**src/rtl/vliw_pkg.sv**
```systemverilog
// vliw_pkg: opcode map, field widths and slot decode shared by fetch, decode and datapath.
package vliw_pkg;

    localparam int OP_W   = 3;
    localparam int DEST_W = 4;
    localparam int SRC_W  = 8;
    localparam int REG_W  = 4;

    localparam logic [OP_W-1:0] OP_MOV   = 3'b000;
    localparam logic [OP_W-1:0] OP_ADD   = 3'b001;
    localparam logic [OP_W-1:0] OP_SUB   = 3'b010;
    localparam logic [OP_W-1:0] OP_AND   = 3'b011;
    localparam logic [OP_W-1:0] OP_STORE = 3'b100;
    localparam logic [OP_W-1:0] OP_OR    = 3'b101;
    localparam logic [OP_W-1:0] OP_XOR   = 3'b110;
    localparam logic [OP_W-1:0] OP_SHL   = 3'b111;

    typedef struct packed {
        logic            regWrite;
        logic            memWrite;
        logic [OP_W-1:0] aluOp;
    } decodeT;

    // Unknown opcodes fall into the register-writing default so the enables never go X.
    function automatic decodeT decodeOp(input logic [OP_W-1:0] op);
        decodeT d;
        d = '{regWrite: 1'b1, memWrite: 1'b0, aluOp: op};
        case (op)
            OP_STORE: d = '{regWrite: 1'b0, memWrite: 1'b1, aluOp: '0};
            OP_MOV, OP_ADD, OP_SUB, OP_AND, OP_OR, OP_XOR, OP_SHL:
                d = '{regWrite: 1'b1, memWrite: 1'b0, aluOp: op};
            default: d = '{regWrite: 1'b1, memWrite: 1'b0, aluOp: op};
        endcase
        return d;
    endfunction

endpackage

```
**src/rtl/control_unit.sv**
```systemverilog
// control_unit: per-slot VLIW decoder with registered enables and operand controls.
module control_unit
    import vliw_pkg::*;
(
    input  logic              clk,
    input  logic              rst_n,
    input  logic [OP_W-1:0]   OpCode,
    input  logic              AddressingMode,
    input  logic [DEST_W-1:0] Destination,
    input  logic [SRC_W-1:0]  Source,
    output logic              RegWrite,
    output logic              MemWrite,
    output logic [OP_W-1:0]   AluOp,
    output logic              ImmSel,
    output logic [REG_W-1:0]  DestReg,
    output logic [REG_W-1:0]  SrcReg,
    output logic [SRC_W-1:0]  Imm
);

    decodeT dec;

    always_comb dec = decodeOp(OpCode);

    always_ff @(posedge clk or negedge rst_n) begin
        if (!rst_n) begin
            RegWrite <= 1'b0;
            MemWrite <= 1'b0;
            AluOp    <= '0;
            ImmSel   <= 1'b0;
            DestReg  <= '0;
            SrcReg   <= '0;
            Imm      <= '0;
        end else begin
            RegWrite <= dec.regWrite;
            MemWrite <= dec.memWrite;
            AluOp    <= dec.aluOp;
            ImmSel   <= AddressingMode;
            DestReg  <= Destination;
            SrcReg   <= Source[REG_W-1:0];
            Imm      <= AddressingMode ? Source : '0;
        end
    end

endmodule

```
**config.mk**
```make
export PLATFORM = sky130hd
export DESIGN_NAME = control_unit
export DESIGN_NICKNAME = d
export VERILOG_FILES = /design/src/rtl/vliw_pkg.sv /design/src/rtl/control_unit.sv
export SDC_FILE = /design/constraint.sdc
export NUM_CORES = 1
export LEC_CHECK = 0
export ABC_AREA = 1
export BUFFER_PORTS_ARGS = -buffer_cell sky130_fd_sc_hd__buf_2
export CORE_ASPECT_RATIO = 0.8
export CORE_UTILIZATION = 35
export DETAILED_ROUTE_END_ITERATION = 12
export HOLD_SLACK_MARGIN = 0.06
export PLACE_DENSITY = 0.8
export SLEW_MARGIN = 20
export SYNTH_ARGS = -nofsm -noshare
export SYNTH_HDL_FRONTEND = slang
export SYNTH_SLANG_ARGS = --single-unit
export TNS_END_PERCENT = 30
```
**constraint.sdc**
```tcl
create_clock -name clk -period 0.8 [get_ports clk]
set_clock_uncertainty 0.1 [all_clocks]
set_input_delay 0.12 -clock clk [delete_from_list [all_inputs] [get_ports clk]]
set_output_delay 0.12 -clock clk [all_outputs]
set_load 0.01 [all_outputs]
```
* Yosys cells after proc, flatten, opt, wreduce, memory -nomap -nowiden
Index checks and enable logic that the tools add are counted.
** Storage, ports and cells
- Register bits after elaboration :: 22
- Bits of input ports :: 18
- Output and inout port bits :: 22
- Logic and storage cells :: 18
** Operators by class
- Eq/ne operators :: 7
- Mux-type cells :: 2
- Reduce and logical (&&, ||, !) cells :: 2
** Operator list (count)
- 3-bit == test, second input constant :: 4
- 5-bit one-hot mux with 2 select lines :: 1
- 8-bit two-way mux :: 1
- 7-bit OR reduction :: 1
- 3-bit by 2-bit == test with 1-bit output, second input constant :: 2
- 3-bit by 1-bit == test with 1-bit output, second input constant :: 1
- 3-bit zero test :: 1

* Logic depth before layout (Yosys ltp)
Gate-level depths: netlist (run 1).
- Word-level depth :: 3
- Gate-level depth with buffers :: 3
- Gate-level depth less buffers :: 3

* Worst setup path after synthesis (run 1)
No wires, ideal clock.
- Path type :: register -> output
- Start :: register AluOp[0]
- End :: output port AluOp[0]
- Arrival :: 0.376 ns
- Required time :: 0.580 ns
- Path slack :: 0.204 ns
- Cell stages (with the launch flop) :: 1
- Buffers on the path :: 0
- Cells stage by stage :: dfrtp_1
** RTL lines
- start: declaration :: line control_unit.sv:13 : output logic [OP_W-1:0] AluOp,
- start signal: assignment :: line control_unit.sv:36 : AluOp <= dec.aluOp;
No word-level cell between the ends.

* Worst setup path in the final report (run 1)
- Start :: register Imm[3]
- End :: output port Imm[3]
** RTL lines
- start: declaration :: line control_unit.sv:17 : output logic [SRC_W-1:0] Imm
- start signal: assignment :: line control_unit.sv:40 : Imm <= AddressingMode ? Source : '0;
No word-level cell between the ends.

==> results.md, run 1 <==
- Maximum VDD drop: 2000 µV
- Worst rel slew slack: 87.1%
- Largest net degree at the start of global routing: 17
- Initial drt markers: 1
- Worst setup EP type: output pin
- P per Cell Area: 2080 nW/µm²
- Root buffer cell: clkbuf_4
- Final Hold Viols: 3
- Congestion Overflow GR: 0
- CP Launch Type: register
- Worst path slowest cell: dfrtp_1
- Mapped Nets: 63
- Setup-failing EPs final: 22
- Share of the yosys chip area belonging to registers: between 80% and 90%
- MaxCap Viol Count: 0
- Crit-path leading delay family: flip-flops
- Pleak: between 0.6 and 0.7 nW
- Critical Path AT: approximately 0.81 ns
- WP data required: around 0.58 ns
- Setup_tns: -4.78 ns
- Combinational share of power: around 11%
- Drt wl/cell: about 9.3 µm
- # clock sinks: 22
- Crit path max fanout: 1
- Ys Warns: 0
- Global-route wire length before repair: between 1.5 and 2 mm
- Die span in x: 49.9 µm
- Critical path, cell by cell: buf_2
- IO Port Bufs: 39
- CTS H-Tree Depth: 1
- Worst-path clk slew: between 0.1 and 0.15 ns
- Internal power: 1.81 mW
- Most common cell after layout, fill and taps aside: buf_2
- Vias in the first global route: 423
- Dpl hpwl: approximately 820 µm
- WS Path Type: reg -> out
- Drt first pass iters: 4
- Slew at the pin closest to its max-slew limit: around 0.19 ns
- CORE AREA: roughly 1700 µm²
- Highest-count cells in the layout ignoring fill and taps: buf_2, dfrtp_1, dlygate4sd3_1
- Post-Synthesis Cells: 45
- Hold Crit Class: in -> reg
- Via count: between 400 and 500
- CP bufs+invs: 1
- Net Switching: around 0.43 mW
- Status: finished with violations
- Final Critical Period: 1.03 ns
- Placer congestion estimate: ~0.58
- Register bit total from synthesis: 22
- CP max stage delay: roughly 0.38 ns
- Switching Share: 19.1%
- Via density: 3.87
- Final setup margin: -0.231 ns
- Failing checks: hold timing, setup timing
- Placed insts: about 100
- Clock buffer depth: 2
- Synth Cell Area: ~640 µm²
- Post-route ant nets: 0
- Syn_area_per_cell: around 14 µm²
- Drt total wl: roughly 1.2 mm
- Final slew viol count: 0
- Clk pwr share: 36.2%
- Hold Worst Slack: -0.0738 ns
- Die H: a little over 40 µm
- Fmax: around 970 MHz
- Area growth syn-to-layout: 67.4%
- Ratio of cells with drive above 1 in the final layout: around 45%
- Final worst-path cycle share: 129%
- Starting Density: 38.3%
- Setup Buffers After CTS: 0
- CTS tree: yes
- Ports: 40
- Total CTS buffers: 3
- Final #Nets: around 120
- Row Count: 13
- RSZ-0062 raised after global routing: yes
- Initial antenna violation count: 0
- ANT cells: 0
- GRT Util Overall: 13.6%
- Die Area: approximately 2000 µm²
- Cell Count, Final, Fillers Out: roughly 120
- CTS Hold Bufs: 16
- # DRC: 0
- Post-synthesis cell type count: 7
- Sequential power share: about 53%
area by class of cell:
class / count / area (µm²)
Inverter: 9 / 33.8
Tap cell: 22 / 27.5
Clock buffer: 3 / 22.5
Fill cell: 130 / 601
Sequential cell: 22 / 551
Timing Repair Buffer: 56 / 365
Clock inverter: 1 / 30.0
Multi-Input combinational cell: 11 / 45.0
stage by stage:
step           setup WS, ns  util (%)  area, µm²  total power, mW
2_1_floorplan         0.204         -        642             1.26
3_3_place_gp          0.110      52.1        872             1.39
3_5_place_dp         0.0940      52.1        872             1.39
4_1_cts              -0.254      64.7       1080             2.27
5_1_grt              -0.280      64.2       1070             2.35
6_report             -0.231      64.2       1070             2.23
power groups by stage:
stage | Sequential (mW) | Clock, mW | Combinational, mW
2_1_floorplan | 1.23 | 0 | 0.0279
3_3_place_gp | 1.20 | 0 | 0.189
3_5_place_dp | 1.20 | 0 | 0.194
4_1_cts | 1.18 | 0.838 | 0.253
5_1_grt | 1.18 | 0.887 | 0.277
6_report | 1.18 | 0.807 | 0.246
synthesized netlist by cell type:
library cell | n | share of area, %
o21a_1 | 1 | 1.2
buf_2 | 1 | 0.78
dfrtp_1 | 22 | 86
clkbuf_1 | 2 | 1.2
nand2_1 | 9 | 5.3
nor2_1 | 1 | 0.58
inv_1 | 9 | 5.3
flip-flops by register name, summed over array words and instances (netlist names):
| register | count |
|---|---|
| AluOp | 3 |
| DestReg | 4 |
| Imm | 8 |
| ImmSel | 1 |
| MemWrite | 1 |
| RegWrite | 1 |
| SrcReg | 4 |
worst paths after layout:
kind,from,to,cells past startpoint,slack [ns]
max in group asynchronous,rst_n,AluOp[2],3,0.20
setup / recovery,Imm[3],Imm[3],1,-0.23
hold / removal,AddressingMode,ImmSel,1,-0.07
min in group asynchronous,rst_n,SrcReg[0],2,0.08
metal layers:
| metal | track usage, % | share of wire (%) | vias to the layer above | wire length (µm) |
|---|---|---|---|---|
| met5 | 0 | 0 | - | 0 |
| met4 | 4.29 | 0 | 0 | 0 |
| met3 | 6.82 | 8.9 | 0 | 103 |
| met2 | 24.3 | 53 | 28 | 613 |
| met1 | 14.5 | 38 | 210 | 440 |
| li1 | - | - | 242 | - |
kinds of logic after synthesis:
kind of cell	share of synthesized area, %
AO/OA/AOI/OAI	1.17
flip-flops	85.8
AND/OR/NAND/NOR	5.85
buffers and inverters	7.21
timing repair:
| action | 4_1_cts | 5_1_grt |
|---|---|---|
| hold endpoints to repair | 44 | 12 |
| gates resized for setup | 0 | 2 |
| setup endpoints to repair | 22 | 25 |
No activity file was read; power rests on OpenSTA's default activity.
==> run 2: changes to the inputs <==
--- a/config.mk
+++ b/config.mk
@@ -9,6 +9,7 @@
 export BUFFER_PORTS_ARGS = -buffer_cell sky130_fd_sc_hd__buf_2
 export CORE_ASPECT_RATIO = 0.8
 export CORE_UTILIZATION = 35
+export CTS_BUF_LIST = sky130_fd_sc_hd__clkbuf_16
 export DETAILED_ROUTE_END_ITERATION = 12
 export HOLD_SLACK_MARGIN = 0.06
 export PLACE_DENSITY = 0.8
==> constraint.sdc (replaced) <==
create_clock -name clk -period 0.8 [get_ports clk]
set_clock_uncertainty 0.1 [all_clocks]
set_input_delay 0.16 -clock clk [delete_from_list [all_inputs] [get_ports clk]]
set_output_delay 0.16 -clock clk [all_outputs]
set_load 0.01 [all_outputs]
==> results.md, run 2 (synthesis results as in run 1) <==
- Largest net degree at the start of global routing: 17 (unchanged)
- Highest-count cells in the layout ignoring fill and taps: buf_2, dfrtp_1, nand2_1, inv_1, dlygate4sd3_1
- CORE AREA: 1680 µm² (unchanged)
- Ratio of cells with drive above 1 in the final layout: 49.5% (+4.4 points)
- Drt wl/cell: 10.2 µm (+8.9%)
- Drt first pass iters: 2 (-2)
- Maximum VDD drop: 2160 µV (+7.8%)
- Final #Nets: 116 (-4.1%)
- Setup-failing EPs final: 22 (unchanged)
- GRT Util Overall: 13.7% (+0.14 points)
- CP max stage delay: 0.37 ns (about the same)
- Worst setup EP type: output pin
- Top flop regs: Imm (8), DestReg (4), SrcReg (4)
- # clock sinks: 22 (unchanged)
- Critical path, cell by cell: buf_2
- ANT cells: 0 (unchanged)
- RSZ-0062 raised after global routing: yes
- CP bufs+invs: 1 (unchanged)
- Total Power: 2.76 mW (+24%)
- Final setup margin: -0.222 ns (+0.00849 ns)
- Crit-path leading delay family: flip-flops
- Starting Density: 38.3% (unchanged)
- Placer congestion estimate: 0.583 (unchanged)
- CP Launch Type: register
- Root buffer cell: clkbuf_16
- Pleak: 0.627 nW (+0.29%)
- P per Cell Area: 2590 nW/µm² (+25%)
- WP data required: 0.54 ns (-0.04 ns)
- Max reg flops: 8 (unchanged)
- MaxCap Viol Count: 0 (unchanged)
- Global-route wire length before repair: 1.81 mm (+0.39%)
- WS Path Type: reg -> out
- Final Critical Period: 1.02 ns (-0.00849 ns)
- Internal power: 2.27 mW (+26%)
- IO Port Bufs: 39 (unchanged)
- Final worst-path cycle share: 128% (-1.1 points)
- Final Hold Viols: 1 (-2)
- Row Count: 13 (unchanged)
- Initial antenna violation count: 0 (unchanged)
- Post-route ant nets: 0 (unchanged)
- Most common cell after layout, fill and taps aside: buf_2
- Crit path depth: 1 (unchanged)
- Fmax: 978 MHz (+0.83%)
- Via density: 3.92 (+1.4%)
- Final slew viol count: 0 (unchanged)
- Switching Share: 17.6% (-1.5 points)
- Congestion Overflow GR: 0 (unchanged)
- Crit path max fanout: 1 (unchanged)
- Combinational share of power: 8.2% (-2.8 points)
- Ports: 40 (unchanged)
- Worst rel slew slack: 86.8% (-0.24 points)
- Reg with most FFs: Imm
- Initial drt markers: 1 (unchanged)
- Slew at the pin closest to its max-slew limit: 0.198 ns (+0.00360 ns)
- Hold Worst Slack: -0.000237 ns (+0.0736 ns)
- Die span in x: 49.9 µm (unchanged)
- Worst-path clk slew: 0.06 ns (-0.05 ns)
- Worst path slowest cell: dfrtp_1
- Vias in the first global route: 414 (-2.1%)
- Sequential power share: 42.8% (-10 points)
- Drt total wl: 1.21 mm (+4.5%)
- Hold Path Depth: 3 (+2)
- Die Area: 2010 µm² (unchanged)
- Clock buffer depth: 2 (unchanged)
- Failing checks: hold timing, setup timing
- Net Switching: 0.485 mW (+14%)
- Area growth syn-to-layout: 66.3%
- CTS tree: yes
- Critical Path AT: 0.76 ns (-0.05 ns)
- Pre-CTS WS: 0.0540 ns (-0.0400 ns)
- Status: finished with violations
- CTS H-Tree Depth: 1 (unchanged)
- Total CTS buffers: 3 (unchanged)
- # DRC: 0 (unchanged)
- Clk pwr share: 49.0% (+13 points)
- Dpl hpwl: 821 µm (unchanged)
- Die H: 40.3 µm (unchanged)
- Hold Crit Class: in -> reg
- Via count: 467 (-2.7%)
## run 2: area by class of cell
class                   count  area, µm²
well taps                  22       27.5
clock inverters             1       30.0
inverters                   9       33.8
fillers                   129        608
clock buffers               3       75.1
repair buffers             51        305
multi-input cells          11       45.0
flip-flops and latches     22        551
## run 2: final timing paths
kind                            from        end  slack, ns
max                           Imm[1]     Imm[1]      -0.22
max in group asynchronous      rst_n  SrcReg[1]       0.09
min in group asynchronous      rst_n     Imm[0]       0.18
min                        Source[7]     Imm[7]    -0.0002
## run 2: power groups by stage
stage | Clock, mW | Combinational, mW | Sequential (mW)
floorplan | 0 | 0.0279 | 1.23
global placement | 0 | 0.189 | 1.20
detailed placement | 0 | 0.194 | 1.20
CTS | 1.38 | 0.229 | 1.18
global route | 1.44 | 0.255 | 1.18
finish | 1.35 | 0.226 | 1.18
## run 2: metrics by stage
stage                     TNS [ns]  instance area (µm²)  std cells  util, %
after floorplan                  0                  642         45        -
after global placement           0                  872        104     52.1
after detailed placement         0                  872        104     52.1
after CTS                    -4.75                 1070        117     63.7
after global routing         -4.85                 1070        119     63.7
final                        -4.28                 1070        119     63.7
## run 2: what timing repair did
| action | in CTS | in global routing |
|---|---|---|
| gates resized for setup | 0 | 4 |
| hold buffers | 9 | 2 |
| endpoints found under the hold margin | 43 | 13 |
| setup endpoints to repair | 22 | 29 |
| buffers inserted | 0 | 0 |
## run 2: layer usage
metal | share of wire [%] | track usage (%) | up-vias
li1 | - | - | 229
met1 | 39 | 15.6 | 208
met2 | 51 | 23.3 | 30
met3 | 10 | 6.82 | 0
met4 | 0 | 4.29 | 0
met5 | 0 | 0 | -
